===== src/rtl/fp_mac_pkg.sv =====
// Shared definitions for the FP MAC back end: normalization bias, result
// classes in exception-priority order, and the LZA count width helper.
package fp_mac_pkg;

   // Unrounded sum MSB sits two places left of the product binary point.
   localparam int unsigned NormBias = 2;

   typedef enum logic [2:0] {
      CLS_NAN,
      CLS_INF,
      CLS_ZERO,
      CLS_OVF,
      CLS_UDF,
      CLS_NORM
   } exp_cls_e;

   function automatic int unsigned lzc_width(input int unsigned sig_w);
      return $clog2(3 * sig_w + 6);
   endfunction

endpackage


===== src/rtl/exp_classify.sv =====
// Maps a final signed exponent plus special-case flags to the biased result
// exponent and per-result exception flags. Flush-to-zero, no denormals.
module exp_classify
   import fp_mac_pkg::*;
#(
   parameter int unsigned ex_width = 8
) (
   input  logic [ex_width+2:0] e_f_i,
   input  logic                nan_i,
   input  logic                inf_i,
   input  logic                zero_i,
   input  logic                prod_undf_i,
   output logic [ex_width-1:0] exp_o,
   output logic                ovf_o,
   output logic                udf_o,
   output logic                zero_o
);

   localparam int unsigned EW = ex_width + 3;
   localparam logic [EW-1:0] OvfLim = EW'((1 << ex_width) - 1);
   localparam logic [EW-1:0] One = EW'(1);

   logic     e_neg, e_nonpos, e_lt1, e_big;
   exp_cls_e cls;

   assign e_neg    = e_f_i[EW-1];
   assign e_nonpos = e_neg || (e_f_i == '0);
   assign e_lt1    = $signed(e_f_i) < $signed(One);
   assign e_big    = !e_neg && (e_f_i >= OvfLim);

   always_comb begin
      cls = CLS_NORM;
      if (nan_i)                               cls = CLS_NAN;
      else if (inf_i)                          cls = CLS_INF;
      else if (zero_i)                         cls = CLS_ZERO;
      else if (e_big)                          cls = CLS_OVF;
      else if (e_nonpos || (prod_undf_i && e_lt1)) cls = CLS_UDF;
   end

   always_comb begin
      exp_o  = '0;
      ovf_o  = 1'b0;
      udf_o  = 1'b0;
      zero_o = 1'b0;
      unique case (cls)
         CLS_NAN, CLS_INF: exp_o = '1;
         CLS_ZERO:         zero_o = 1'b1;
         CLS_OVF: begin
            exp_o = '1;
            ovf_o = 1'b1;
         end
         CLS_UDF:          udf_o = 1'b1;
         CLS_NORM:         exp_o = e_f_i[ex_width-1:0];
         default:          exp_o = '0;
      endcase
   end

endmodule


===== src/rtl/exp_postnorm.sv =====
// Two-stage exponent post-normalization for the FP MAC: LZA adjust, rounding
// carry, classification, valid/ready handshake and sticky exception flags.
module exp_postnorm
   import fp_mac_pkg::*;
#(
   parameter int unsigned sig_width = 23,
   parameter int unsigned ex_width  = 8,
   parameter int unsigned lzc_w     = lzc_width(sig_width)
) (
   input  logic                clk,
   input  logic                rst,
   input  logic                in_valid,
   output logic                in_ready,
   input  logic [ex_width+1:0] max_exp,
   input  logic                prod_undf,
   input  logic [lzc_w-1:0]    lzc,
   input  logic                round_carry,
   input  logic                sum_zero,
   input  logic                in_inf,
   input  logic                in_nan,
   output logic                out_valid,
   input  logic                out_ready,
   output logic [ex_width-1:0] exp_out,
   output logic                ovf,
   output logic                udf,
   output logic                zero,
   input  logic                clr_flags,
   output logic                ovf_sticky,
   output logic                udf_sticky
);

   localparam int unsigned EW = ex_width + 3;

   logic                out_adv, accept, load;
   logic [EW-1:0]       e_n, e_f;
   logic [ex_width-1:0] c_exp;
   logic                c_ovf, c_udf, c_zero;

   logic                s1_valid_q, s1_valid_d;
   logic [EW-1:0]       s1_e_q, s1_e_d;
   logic                s1_rc_q, s1_rc_d, s1_zero_q, s1_zero_d;
   logic                s1_inf_q, s1_inf_d, s1_nan_q, s1_nan_d, s1_pu_q, s1_pu_d;

   logic                out_valid_q, out_valid_d;
   logic [ex_width-1:0] exp_q, exp_d;
   logic                ovf_q, ovf_d, udf_q, udf_d, zero_q, zero_d;
   logic                ovf_st_q, ovf_st_d, udf_st_q, udf_st_d;

   assign out_adv  = !out_valid_q || out_ready;
   assign in_ready = !s1_valid_q || out_adv;
   assign accept   = in_valid && in_ready;
   assign load     = out_adv && s1_valid_q;

   assign e_n = {max_exp[ex_width+1], max_exp} + EW'(NormBias)
              - {{(EW-lzc_w){1'b0}}, lzc};
   assign e_f = s1_e_q + {{(EW-1){1'b0}}, s1_rc_q};

   exp_classify #(
      .ex_width(ex_width)
   ) u_classify (
      .e_f_i      (e_f),
      .nan_i      (s1_nan_q),
      .inf_i      (s1_inf_q),
      .zero_i     (s1_zero_q),
      .prod_undf_i(s1_pu_q),
      .exp_o      (c_exp),
      .ovf_o      (c_ovf),
      .udf_o      (c_udf),
      .zero_o     (c_zero)
   );

   always_comb begin
      s1_valid_d = s1_valid_q;
      s1_e_d     = s1_e_q;
      s1_rc_d    = s1_rc_q;
      s1_zero_d  = s1_zero_q;
      s1_inf_d   = s1_inf_q;
      s1_nan_d   = s1_nan_q;
      s1_pu_d    = s1_pu_q;
      if (accept) begin
         s1_valid_d = 1'b1;
         s1_e_d     = e_n;
         s1_rc_d    = round_carry;
         s1_zero_d  = sum_zero;
         s1_inf_d   = in_inf;
         s1_nan_d   = in_nan;
         s1_pu_d    = prod_undf;
      end else if (out_adv) begin
         s1_valid_d = 1'b0;
      end
   end

   always_comb begin
      out_valid_d = out_adv ? s1_valid_q : out_valid_q;
      exp_d       = load ? c_exp  : exp_q;
      ovf_d       = load ? c_ovf  : ovf_q;
      udf_d       = load ? c_udf  : udf_q;
      zero_d      = load ? c_zero : zero_q;
      // A newly loaded flag beats a simultaneous clear.
      ovf_st_d    = (load && c_ovf) || (ovf_st_q && !clr_flags);
      udf_st_d    = (load && c_udf) || (udf_st_q && !clr_flags);
   end

   always_ff @(posedge clk) begin
      if (rst) begin
         s1_valid_q  <= 1'b0;
         s1_e_q      <= '0;
         s1_rc_q     <= 1'b0;
         s1_zero_q   <= 1'b0;
         s1_inf_q    <= 1'b0;
         s1_nan_q    <= 1'b0;
         s1_pu_q     <= 1'b0;
         out_valid_q <= 1'b0;
         exp_q       <= '0;
         ovf_q       <= 1'b0;
         udf_q       <= 1'b0;
         zero_q      <= 1'b0;
         ovf_st_q    <= 1'b0;
         udf_st_q    <= 1'b0;
      end else begin
         s1_valid_q  <= s1_valid_d;
         s1_e_q      <= s1_e_d;
         s1_rc_q     <= s1_rc_d;
         s1_zero_q   <= s1_zero_d;
         s1_inf_q    <= s1_inf_d;
         s1_nan_q    <= s1_nan_d;
         s1_pu_q     <= s1_pu_d;
         out_valid_q <= out_valid_d;
         exp_q       <= exp_d;
         ovf_q       <= ovf_d;
         udf_q       <= udf_d;
         zero_q      <= zero_d;
         ovf_st_q    <= ovf_st_d;
         udf_st_q    <= udf_st_d;
      end
   end

   assign out_valid  = out_valid_q;
   assign exp_out    = exp_q;
   assign ovf        = ovf_q;
   assign udf        = udf_q;
   assign zero       = zero_q;
   assign ovf_sticky = ovf_st_q;
   assign udf_sticky = udf_st_q;

endmodule


===== config.mk =====
export PLATFORM = sky130hd
export DESIGN_NAME = exp_postnorm
export DESIGN_NICKNAME = d
export VERILOG_FILES = /design/src/rtl/fp_mac_pkg.sv /design/src/rtl/exp_classify.sv /design/src/rtl/exp_postnorm.sv
export SDC_FILE = /design/constraint.sdc
export NUM_CORES = 1
export LEC_CHECK = 0
export CORE_MARGIN = 5
export CORE_UTILIZATION = 55
export DETAILED_ROUTE_END_ITERATION = 10
export PLACE_DENSITY_LB_ADDON = 0.2
export REMOVE_ABC_BUFFERS = 1
export SETUP_SLACK_MARGIN = 0.5
export SLEW_MARGIN = 0
export SYNTH_ARGS = -nofsm -noshare
export SYNTH_HDL_FRONTEND = slang
export SYNTH_SLANG_ARGS = --single-unit

===== constraint.sdc =====
create_clock -name clk -period 4.1 [get_ports clk]
set_clock_uncertainty 0.2 [all_clocks]
set_input_delay 0.41 -clock clk [delete_from_list [all_inputs] [get_ports clk]]
set_output_delay 0.41 -clock clk [all_outputs]
set_load 0.01 [all_outputs]

======== Yosys cells after proc, flatten, opt, wreduce, memory -nomap -nowiden ========
Index checks and enable logic that the tools add are counted.
cells by class
  add/sub/neg operators ................... 3
  $mul .................................... 0
  divide/modulo/power cells ............... 0
  order comparisons ....................... 2
  eq/ne operators ......................... 5
  shift-type cells ........................ 0
  mux-type cells .......................... 11
  bitwise gates (word level) .............. 0
  reductions and logical operators ........ 22
operators with widths
  operator               count
  $pmux 8 s2             1
  $mux 3                 4
  $add 10x3->11 const B  1
  $add 11x1->11          1
  $ge 11x8->1 const B    1
  $logic_not 11->1       1
  $lt 11x2->1 const B    1
  $sub 11x7->11          1
  $logic_and 1x1->1      8
  $eq 3x2->1 const B     2
  $eq 3x3->1 const B     2
  $logic_or 1x1->1       6
  $mux 1                 6
  $logic_not 1->1        4
  $eq 3x1->1 const B     1
  $logic_not 3->1        1
  $reduce_or 3->1        1
  $reduce_bool 2->1      1
word-level totals
  bits in registers ....................... 31
  bits in latches ......................... 0
  memory bits (writable) .................. 0
  bits in read-only memories .............. 0
  memories ................................ 0

======== Depth between registers and ports, before layout ========
Gate-level depths: netlist of run 1.
  word-level depth ........................ 13
  gate-level depth with buffers ........... 12
  mapped depth without buffers ............ 12

======== Modules after synthesis ========
From an unflattened synthesis of run 1, not the netlist that was laid out.
unflattened totals
  cells, all modules ...................... 257
  area total of the unflattened synthesis .. 2006.9 um^2
modules (own cells, without submodules)
  module        instances  cells an instance  area an instance (um^2)
  exp_postnorm  1          227                1830.5
  exp_classify  1          30                 176.4

======== Worst setup path before layout of run 1 ========
OpenSTA, ideal clock, no wires.
  path type ............................... input to register
  start ................................... input port max_exp[1]
  end ..................................... register s1_e_q[9]
  setup time .............................. 0.086 ns
  arrival ................................. 2.271 ns
  required time ........................... 3.814 ns
  slack ................................... 1.543 ns
  stages on the path ...................... 12
  path buffers ............................ 0
  cell sequence ........................... inv_1 -> ha_1 -> inv_1 -> ha_1 -> inv_1 -> fa_1 -> nor2b_1 -> o21ai_0 -> a21boi_0 -> o21ai_0 -> xnor2_1 -> a211oi_1
on the way
  word-level cells in the longest chain between the ends .. 2
ends and longest elaborated chain
  what                  line                 source
  start, declared       exp_postnorm.sv:14   input logic [ex_width+1:0] max_exp,
  $add 10x3->11         exp_postnorm.sv:54   assign e_n = {max_exp[ex_width+1], max_exp} + EW'(NormBias)
  $sub 11x7->11         exp_postnorm.sv:55   - {{(EW-lzc_w){1'b0}}, lzc};
  end signal, assigned  exp_postnorm.sv:107  s1_e_q <= '0;
  end signal, assigned  exp_postnorm.sv:122  s1_e_q <= s1_e_d;
  end, declared         exp_postnorm.sv:40   logic [EW-1:0] s1_e_q, s1_e_d;
No other way between the ends.
A chain may end at the register's enable or synchronous reset.

======== Worst setup path in the final report of run 1 ========
Ends and elaborated chain as after synthesis.

==> run summary, run 1 <==
status - finished clean
unrepaired setup endpoints after global routing - false
Mapped Avg Cell Area - 7.84 um2
EDFF count, synth - 0
Core Util, Final - 0.722
Max Cap Violations - 0
post-route clock period utilization - 0.693
Worst EP required - 4.15 ns
post-synthesis cell area - 1980 um2
largest net degree at the start of global routing - 21
die area - 4890 um2
CTS tree - built
Final min period - 2.84 ns
n_diodes - 0
Congestion Overflow GR - 0
f_max - 0.352 GHz
Final ANT Viol Nets - 0
Mapped Cells - 252
Area growth syn-to-layout - 24.7%
# setup viols final - 0
via density per instance - 5.39
Yosys top cell by area - dfxtp_1
initial antenna violation count - 0
Routed WL per cell - 10.7 um
core area - 3420 um2
DRC - 0
DP Area - 2390 um2
Synth top area share - 0.304
Worst slew margin - 0.603
dpl hpwl - 2.88 mm
CP Class - in2reg
Least-Margin Pin Slew - 0.594 ns
global placement routability congestion - 0.838
Post-synth top cells - 30 x dfxtp_1, 26 x nor2_1, 20 x inv_1
CTS sink count - 30
DIE WIDTH - 70.0 um
vias in the first global route - 1,570
setup TNS - 0 ns
#FFs+latches synth - 30
Slew Limit Fails - 0
top cells by area, synth - dfxtp_1 30%, ha_1 11%, nor2_1 4.9%, a21oi_1 4.3%, inv_1 3.8%
# IOs - 42
Worst VDD drop - 0.172 mV
GRT Total Usage - 0.154
Worst Path Max Fanout - 3
Die Span Y - 70.0 um
proportion of layout cells with a drive suffix above 1 - 0.0450
path type of the worst min-delay path - reg2reg
clock-pin slew on the worst setup and hold paths - 0.09 ns
Clk Latency, worst-skew pair - 0.33 ns
1st-iter DRT viols - 74
hold buffers post-CTS - 0
Worst Path Arrival - 2.89 ns
CTS H-Tree Depth - 2
# Post-CTS Setup Buffers - 0
Nets - 334
post-synthesis sequential area ratio - 0.304
routed wire length - 3.57 mm
clock root buffer - clkbuf_4
Cell variety after synth - 45
kind of start point of the critical path - input pin
DR pass1 iterations - 4
Yosys warnings - 0
leakage - 0.972 nW
Std-Cell Rows - 21
CTS buffer count - 5
pwr/cell area - 311 nW/um2
Worst setup EP type - flop
post-cts resize count - 0
CTS max path bufs - 2
port bufs - 40
Post-Layout Inst Area - 2460 um2
final hold vios - 0
most used flip-flop cell after synthesis - dfxtp_1
fraction of registers with async set/reset - 0
top-count cell post-synth - dfxtp_1
first-pass GRT wire length - 6.36 mm
Vias - 1,805
Starting Density - 0.579
[kinds of logic (layout without fill, tap and decap cells)]
| group | count (synthesis) | after routing | share of synthesized area |
|---|---|---|---|
| buffers and inverters | 33 | 70 | 0.0703 |
| adders and majority gates | 19 | 19 | 0.124 |
| and+or+nand+nor | 104 | 104 | 0.271 |
| xor gates and xnor gates | 11 | 11 | 0.0487 |
| muxes | 1 | 1 | 0.00506 |
| AOI/OAI and AO/OA | 54 | 54 | 0.177 |
| DFF | 30 | 30 | 0.304 |
[per-stage QoR]
stage,power (mW),worst slack [ns],hold WS (ns),cells
6_report,0.767,1.26,0.248,335
2_1_floorplan,0.483,1.54,0.230,239
4_1_cts,0.773,1.23,0.253,335
5_1_grt,0.817,0.886,0.294,335
3_3_place_gp,0.557,0.905,0.239,327
3_5_place_dp,0.561,0.889,0.240,327
[layer usage]
metal / vias up / part of all wire / global-route usage
met5: - / 0 / 0
met2: 40 / 0.46 / 0.270
li1: 966 / - / -
met4: 0 / 0.020 / 0.0660
met3: 7 / 0.058 / 0.0373
met1: 792 / 0.46 / 0.177
[final timing paths]
kind	start	endpoint	slack, ns	cells past startpoint
hold reg to reg	udf	udf	0.25	2
setup / recovery	max_exp[1]	s1_e_q[9]	1.26	13
hold / removal	udf	udf	0.25	2
setup reg to reg	s1_e_q[0]	exp_out[4]	1.29	8
[worst max-delay path: stages]
cell and delay (ns):
clkdlybuf4s50_1 0.45, inv_1 0.04, ha_1 0.28, inv_1 0.06
ha_1 0.16, inv_1 0.05, fa_1 0.37, nor2b_1 0.14
o21ai_0 0.10, a21boi_0 0.30, o21ai_0 0.17, xnor2_1 0.15
a211oi_1 0.21
[state kept, by name, summed over array words and instances, names as in the netlist]
name,count
exp_out,8
out_valid,1
ovf,1
ovf_sticky,1
s1_e_q,11
s1_inf_q,1
s1_nan_q,1
s1_rc_q,1
s1_valid_q,1
s1_zero_q,1
udf,1
udf_sticky,1
zero,1
[layout make-up]
| class | instances | area, um2 |
|---|---|---|
| Clock buffer | 8 | 78.8 |
| Fill cell | 293 | 951 |
| Timing Repair Buffer | 42 | 415 |
| Multi-Input combinational cell | 189 | 1240 |
| Inverter | 20 | 75.1 |
| Tap cell | 46 | 57.6 |
| Sequential cell | 30 | 601 |
[power breakdown]
part / total (mW) / internal [mW] / leakage (nW) / switching [mW]
clock: 0.213 / 0.117 / 0.0446 / 0.0960
sequential: 0.341 / 0.315 / 0.247 / 0.0261
combinational: 0.212 / 0.111 / 0.680 / 0.102
total: 0.767 / 0.543 / 0.972 / 0.224
[layout by cell type (no fill, tap or decap), types with 2 or more instances in the layout]
cell type	Yosys	final
clkdlybuf4s50_1	0	40
dfxtp_1	30	30
nor2_1	26	26
inv_1	20	20
nand2_1	19	19
ha_1	18	18
a21oi_1	17	17
nor3_1	12	12
o21ai_0	9	9
a211oi_1	9	9
nand4_1	8	8
nand3_1	8	8
xnor2_1	8	8
nand2b_1	5	5
clkbuf_4	0	5
nor2b_1	4	4
nand3b_1	4	4
xor2_1	3	3
or3_1	3	3
nor3b_1	3	3
clkbuf_8	0	3
and2_1	2	2
and4_1	2	2
o211ai_1	2	2
a31oi_1	2	2
o21a_1	2	2
or4_1	2	2
a21o_1	2	2
o21ai_1	2	2
o41ai_1	2	2
buf_4	3	2
(Power assumes the default switching activity.)
==> inputs of run 2 (changes only) <==
--- a/config.mk
+++ b/config.mk
@@ -6,7 +6,7 @@
 export NUM_CORES = 1
 export LEC_CHECK = 0
 export CORE_MARGIN = 5
-export CORE_UTILIZATION = 55
+export CORE_UTILIZATION = 51
 export DETAILED_ROUTE_END_ITERATION = 10
 export PLACE_DENSITY_LB_ADDON = 0.2
 export REMOVE_ABC_BUFFERS = 1
==> constraint.sdc (replaced) <==
create_clock -name clk -period 2.8 [get_ports clk]
set_clock_uncertainty 0.2 [all_clocks]
set_input_delay 0.28 -clock clk [delete_from_list [all_inputs] [get_ports clk]]
set_output_delay 0.28 -clock clk [all_outputs]
set_load 0.01 [all_outputs]
==> run 2 against run 1 <==
Global-route usage grew 4.1 points; highest routed layer unchanged; largest power group unchanged; largest cell class unchanged; final cell count rose by 8.1%; sequential power up 50%; combinational power is 130% higher.
==> run summary, run 2 (synthesis results as in run 1) <==
clock-pin slew on the worst setup and hold paths - 0.06 ns
path type of the worst min-delay path - reg2reg
commonest non-fill, non-tap cell in the layout - clkdlybuf4s50_1
Reg2Reg Setup Slack - 0.48 ns
crit-path max cell delay - 0.45 ns
core area - 3720 um2
Area growth syn-to-layout - 54.2%
global placement routability congestion - 0.797
max reg flops - 11
most frequent cells in the layout - 34 x clkdlybuf4s50_1, 25 x nor2_1, 24 x dfxtp_1
CTS max path bufs - 2
kind of start point of the critical path - input pin
Worst Path Arrival - 2.34 ns
M3 GR Usage - 0.0429
DP Area - 2450 um2
Clk Latency, worst-skew pair - 0.28 ns
DRC - 0
M2 GR Usage - 0.362
proportion of layout cells with a drive suffix above 1 - 0.290
DIE WIDTH - 72.3 um
Worst VDD drop - 0.228 mV
DP Worst Slack - -0.222 ns
Final ANT Viol Nets - 0
routed wire length - 5.59 mm
via density per instance - 5.68
GRT Total Usage - 0.195
CTS tree - built
CP Class - in2reg
Starting Density - 0.532
Final min period - 2.33 ns
Finished Layout Cells - 362
CP max-delay cell - clkdlybuf4s50_1
dpl hpwl - 3.00 mm
Congestion Overflow GR - 0
cell family with most CP delay - buffers and inverters
initial antenna violation count - 0
Routed WL per cell - 15.5 um
f_max - 0.429 GHz
Nets - 359
1st-iter DRT viols - 115
Max Cap Violations - 0
first-pass GRT wire length - 8.14 mm
GR peak layer - met2
die area - 5220 um2
Worst setup EP type - flop
Die Span Y - 72.3 um
unrepaired setup endpoints after global routing - true
CP Cell Sequence - clkdlybuf4s50_1 > inv_1 > ha_4 > ha_4 > nor2b_4 > buf_6 > buf_4 > buf_4 > buf_4 > buf_6 > nor3_4 > a21oi_1 > nor2_1
largest net degree at the start of global routing - 36
Worst Path Max Fanout - 3
Std-Cell Rows - 22
Vias - 2,056
post-route clock period utilization - 0.832
CTS sink count - 30
hold_ws - 0.257 ns
final hold vios - 0
CP dominant cell by count - buf_4
CTS H-Tree Depth - 2
# IOs - 42
leakage - 1.18 nW
Worst slew margin - 0.560
largest reg by FF count - s1_e_q
Core Util, Final - 0.820
Post-Layout Inst Area - 3050 um2
Least-Margin Pin Slew - 0.659 ns
clock root buffer - clkbuf_8
CTS buffer count - 5
status - finished clean
Slew Limit Fails - 0
# setup viols final - 0
pwr/cell area - 464 nW/um2
port bufs - 40
vias in the first global route - 1,861
final setup margin - 0.470 ns
Buf/Inv on CP - 7
placed cells - 335
n_diodes - 0
Worst EP required - 2.81 ns
DR pass1 iterations - 4
M1 GR Usage - 0.210
## run 2: cell types whose count changed in the layout (fill, tap and decap cells not counted), sizes merged
cell	change
clkdlybuf4s15	+2
clkdlybuf4s50	-6
dlygate4sd2	+4
buf	+25
## run 2: layer usage
layer  wire, um  up-vias
met5          0        -
met4        156        0
met3        316       14
met2       2980       75
met1       2140      949
li1           -     1018
## run 2: path summary, 6_finish.rpt
| kind | from | to | cells past startpoint |
|---|---|---|---|
| setup / recovery | lzc[3] | s1_e_q[3] | 13 |
| hold / removal | s1_nan_q | s1_nan_q | 2 |
| setup reg to reg | s1_e_q[0] | udf_sticky | 10 |
| hold reg to reg | s1_nan_q | s1_nan_q | 2 |
## run 2: power by group
group | internal (mW) | switching, mW | total, mW | leakage, nW
Sequential | 0.464 | 0.0479 | 0.512 | 0.250
Combinational | 0.268 | 0.227 | 0.495 | 0.871
Clock | 0.248 | 0.160 | 0.408 | 0.0575
## run 2: repair_timing
| action | in CTS | in global routing |
|---|---|---|
| buffers inserted | 14 | 5 |
| setup endpoints to repair | 18 | 18 |
| endpoints found under the hold margin | 0 | 0 |
| resized for setup | 44 | 40 |
| pin swaps | 26 | 26 |
| hold buffers | 0 | 0 |
## run 2: layout make-up
class | count | area [um2]
fillers | 229 | 668
repair buffers | 67 | 626
clock buffers | 8 | 110
multi-input cells | 189 | 1560
flip-flops and latches | 30 | 613
inverters | 20 | 75.1
well taps | 48 | 60.1
## run 2: tightest hold or removal path: stages (launching register included)
cell	delay (ns)
dfxtp_1	0.31
nand2_1	0.05
a21oi_1	0.05
## run 2: stage by stage
stage	power, mW	setup TNS (ns)
finish	1.41	0
global route	1.48	0
CTS	1.31	0
detailed placement	0.840	-0.503
global placement	0.833	-0.344
floorplan	0.708	0
==> inputs of run 3 (changes only) <==
==> constraint.sdc (replaced) <==
create_clock -name clk -period 2.3 [get_ports clk]
set_clock_uncertainty 0.2 [all_clocks]
set_input_delay 0.23 -clock clk [delete_from_list [all_inputs] [get_ports clk]]
set_output_delay 0.23 -clock clk [all_outputs]
set_load 0.01 [all_outputs]
==> run 3 against run 2 <==
Total power increased by 22%; largest cell class unchanged; clock power shrank 2%; worst setup slack got worse by 0.46 ns; clock-buffer cell count down 1; via count rose by 11%; largest power group is now combinational logic; routed wire length is 22% higher; core utilization increased by 6.2 points; flip-flop and latch count stayed put; combinational power grew 45%.
==> run summary, run 3 (synthesis results as in run 1) <==
initial antenna violation count - 0
kind of start point of the critical path - flop
leakage - 1.30 nW
Power, Total - 1.72 mW
CTS tree - built
CP Class - reg2reg
Buf/Inv on CP - 1
routed wire length - 6.85 mm
Worst Path Arrival - 2.28 ns
1st-iter DRT viols - 129
clock-pin slew on the worst setup and hold paths - 0.06 ns
final setup margin - 0.00527 ns
CTS max path bufs - 2
Core Util, Final - 0.882
global placement routability congestion - 0.809
Reg2Reg Setup Slack - 0.005 ns
post-route clock period utilization - 0.998
CP dominant cell by count - ha_4
DP Worst Slack - -0.623 ns
sw power - 0.568 mW
f_max - 0.436 GHz
Routed WL per cell - 17.6 um
core area - 3720 um2
GRT Total Usage - 0.243
switch share - 0.330
hold path depth - 3
most frequent cells in the layout - 47 x buf_4, 28 x dfxtp_1, 25 x clkdlybuf4s50_1
clock share of power - 0.231
pwr/cell area - 525 nW/um2
cell family with most CP delay - simple AND/OR/NAND/NOR gates
hold-critical path endpoint - s1_e_q[0]
Final min period - 2.29 ns
n_diodes - 0
r2r worst-path depth - 9
crit-path max cell delay - 0.44 ns
CTS sink count - 30
DIE WIDTH - 72.3 um
DP Area - 2640 um2
unrepaired setup endpoints after global routing - true
Nets - 386
commonest non-fill, non-tap cell in the layout - buf_4
Worst Path Max Fanout - 6
Congestion Overflow GR - 0
Slew Limit Fails - 0
status - finished clean
port bufs - 40
cell-internal power - 1.15 mW
Area growth syn-to-layout - 65.8%
vias in the first global route - 2,177
max reg flops - 11
largest reg by FF count - s1_e_q
Least-Margin Pin Slew - 0.502 ns
proportion of layout cells with a drive suffix above 1 - 0.391
Gate power share - 0.418
Starting Density - 0.532
Vias - 2,286
Worst EP required - 2.28 ns
Worst slew margin - 0.664
largest net degree at the start of global routing - 16
part of the power in registers - 0.350
CTS H-Tree Depth - 2
# IOs - 42
path type of the worst min-delay path - in2reg
DR pass1 iterations - 4
# setup viols final - 0
DRC - 0
reg2reg end - exp_out[5]
r2r startpoint - s1_e_q[0]
clock root buffer - clkbuf_8
CTS buffer count - 5
die area - 5220 um2
via density per instance - 5.89
first-pass GRT wire length - 9.92 mm
Max Cap Violations - 0
CP max-delay cell - or4_4
Final ANT Viol Nets - 0
CP Cell Sequence - ha_4 > ha_4 > nand2_2 > o21a_1 > or2_1 > or4_4 > buf_6 > nand4_1 > a211oi_2
hold buffers post-CTS - 0
Filler cells - 175
hold_ws - 0.106 ns
final hold vios - 0
Std-Cell Rows - 22
Die Span Y - 72.3 um
Worst VDD drop - 0.346 mV
Clk Latency, worst-skew pair - 0.29 ns
Post-Layout Inst Area - 3280 um2
dpl hpwl - 3.37 mm
Min-Delay Startpoint - lzc[0]
Worst setup EP type - flop
[run 3: cell types whose count changed in the layout (fill, tap and decap cells not counted), moves of 6 or more]
| cell | delta |
|---|---|
| inv_1 | -6 |
| clkdlybuf4s50_1 | -9 |
| buf_6 | +7 |
| buf_4 | +25 |
[run 3: through the flow]
stage	cells	TNS, ns
floorplan	239	-1.36
global placement	363	-3.68
detailed placement	363	-4.25
CTS	385	0
global route	388	-0.815
finish	388	0
[run 3: worst max path at each step]
stage,start,cells after the start,end,slack [ns]
after floorplan,s1_e_q[0],8,udf_sticky,-0.17
after global placement,max_exp[1],13,s1_e_q[9],-0.55
after detailed placement,max_exp[1],13,s1_e_q[9],-0.62
after CTS,s1_rc_q,9,exp_out[5],0.01
after global routing,s1_e_q[0],10,exp_out[3],-0.11
final,s1_e_q[0],9,exp_out[5],0.005
[run 3: routing by layer]
| metal | share of wire | global-route usage | routed length [um] | up-vias |
|---|---|---|---|---|
| met4 | 0.051 | 0.132 | 350 | 0 |
| met1 | 0.37 | 0.238 | 2510 | 1085 |
| met3 | 0.057 | 0.0374 | 391 | 35 |
| li1 | - | - | - | 1066 |
| met5 | 0 | 0 | 0 | - |
| met2 | 0.53 | 0.477 | 3600 | 100 |
[run 3: timing repair]
| action | CTS | global route |
|---|---|---|
| pin swaps | 40 | 32 |
| resized for setup | 90 | 44 |
| setup endpoints to repair | 23 | 22 |
| setup buffers | 15 | 3 |
[run 3: layout make-up]
cell class / instances / area (um2) / share of cell area
repair buffers: 94 / 821 / 0.250
well taps: 48 / 60.1 / 0.0183
multi-input cells: 189 / 1640 / 0.499
clock buffers: 7 / 76.3 / 0.0233
flip-flops and latches: 30 / 603 / 0.184
inverters: 20 / 80.1 / 0.0244
[run 3: worst min-delay path: stages]
cell	delay, ns
buf_2	0.10
ha_2	0.16
a211oi_1	0.06
[run 3: power groups by stage]
| stage | logic, mW | clock network (mW) | registers, mW |
|---|---|---|---|
| 2_1_floorplan | 0.242 | 0 | 0.620 |
| 3_3_place_gp | 0.467 | 0 | 0.605 |
| 3_5_place_dp | 0.476 | 0 | 0.606 |
| 4_1_cts | 0.577 | 0.395 | 0.599 |
| 5_1_grt | 0.773 | 0.427 | 0.608 |
| 6_report | 0.720 | 0.398 | 0.603 |
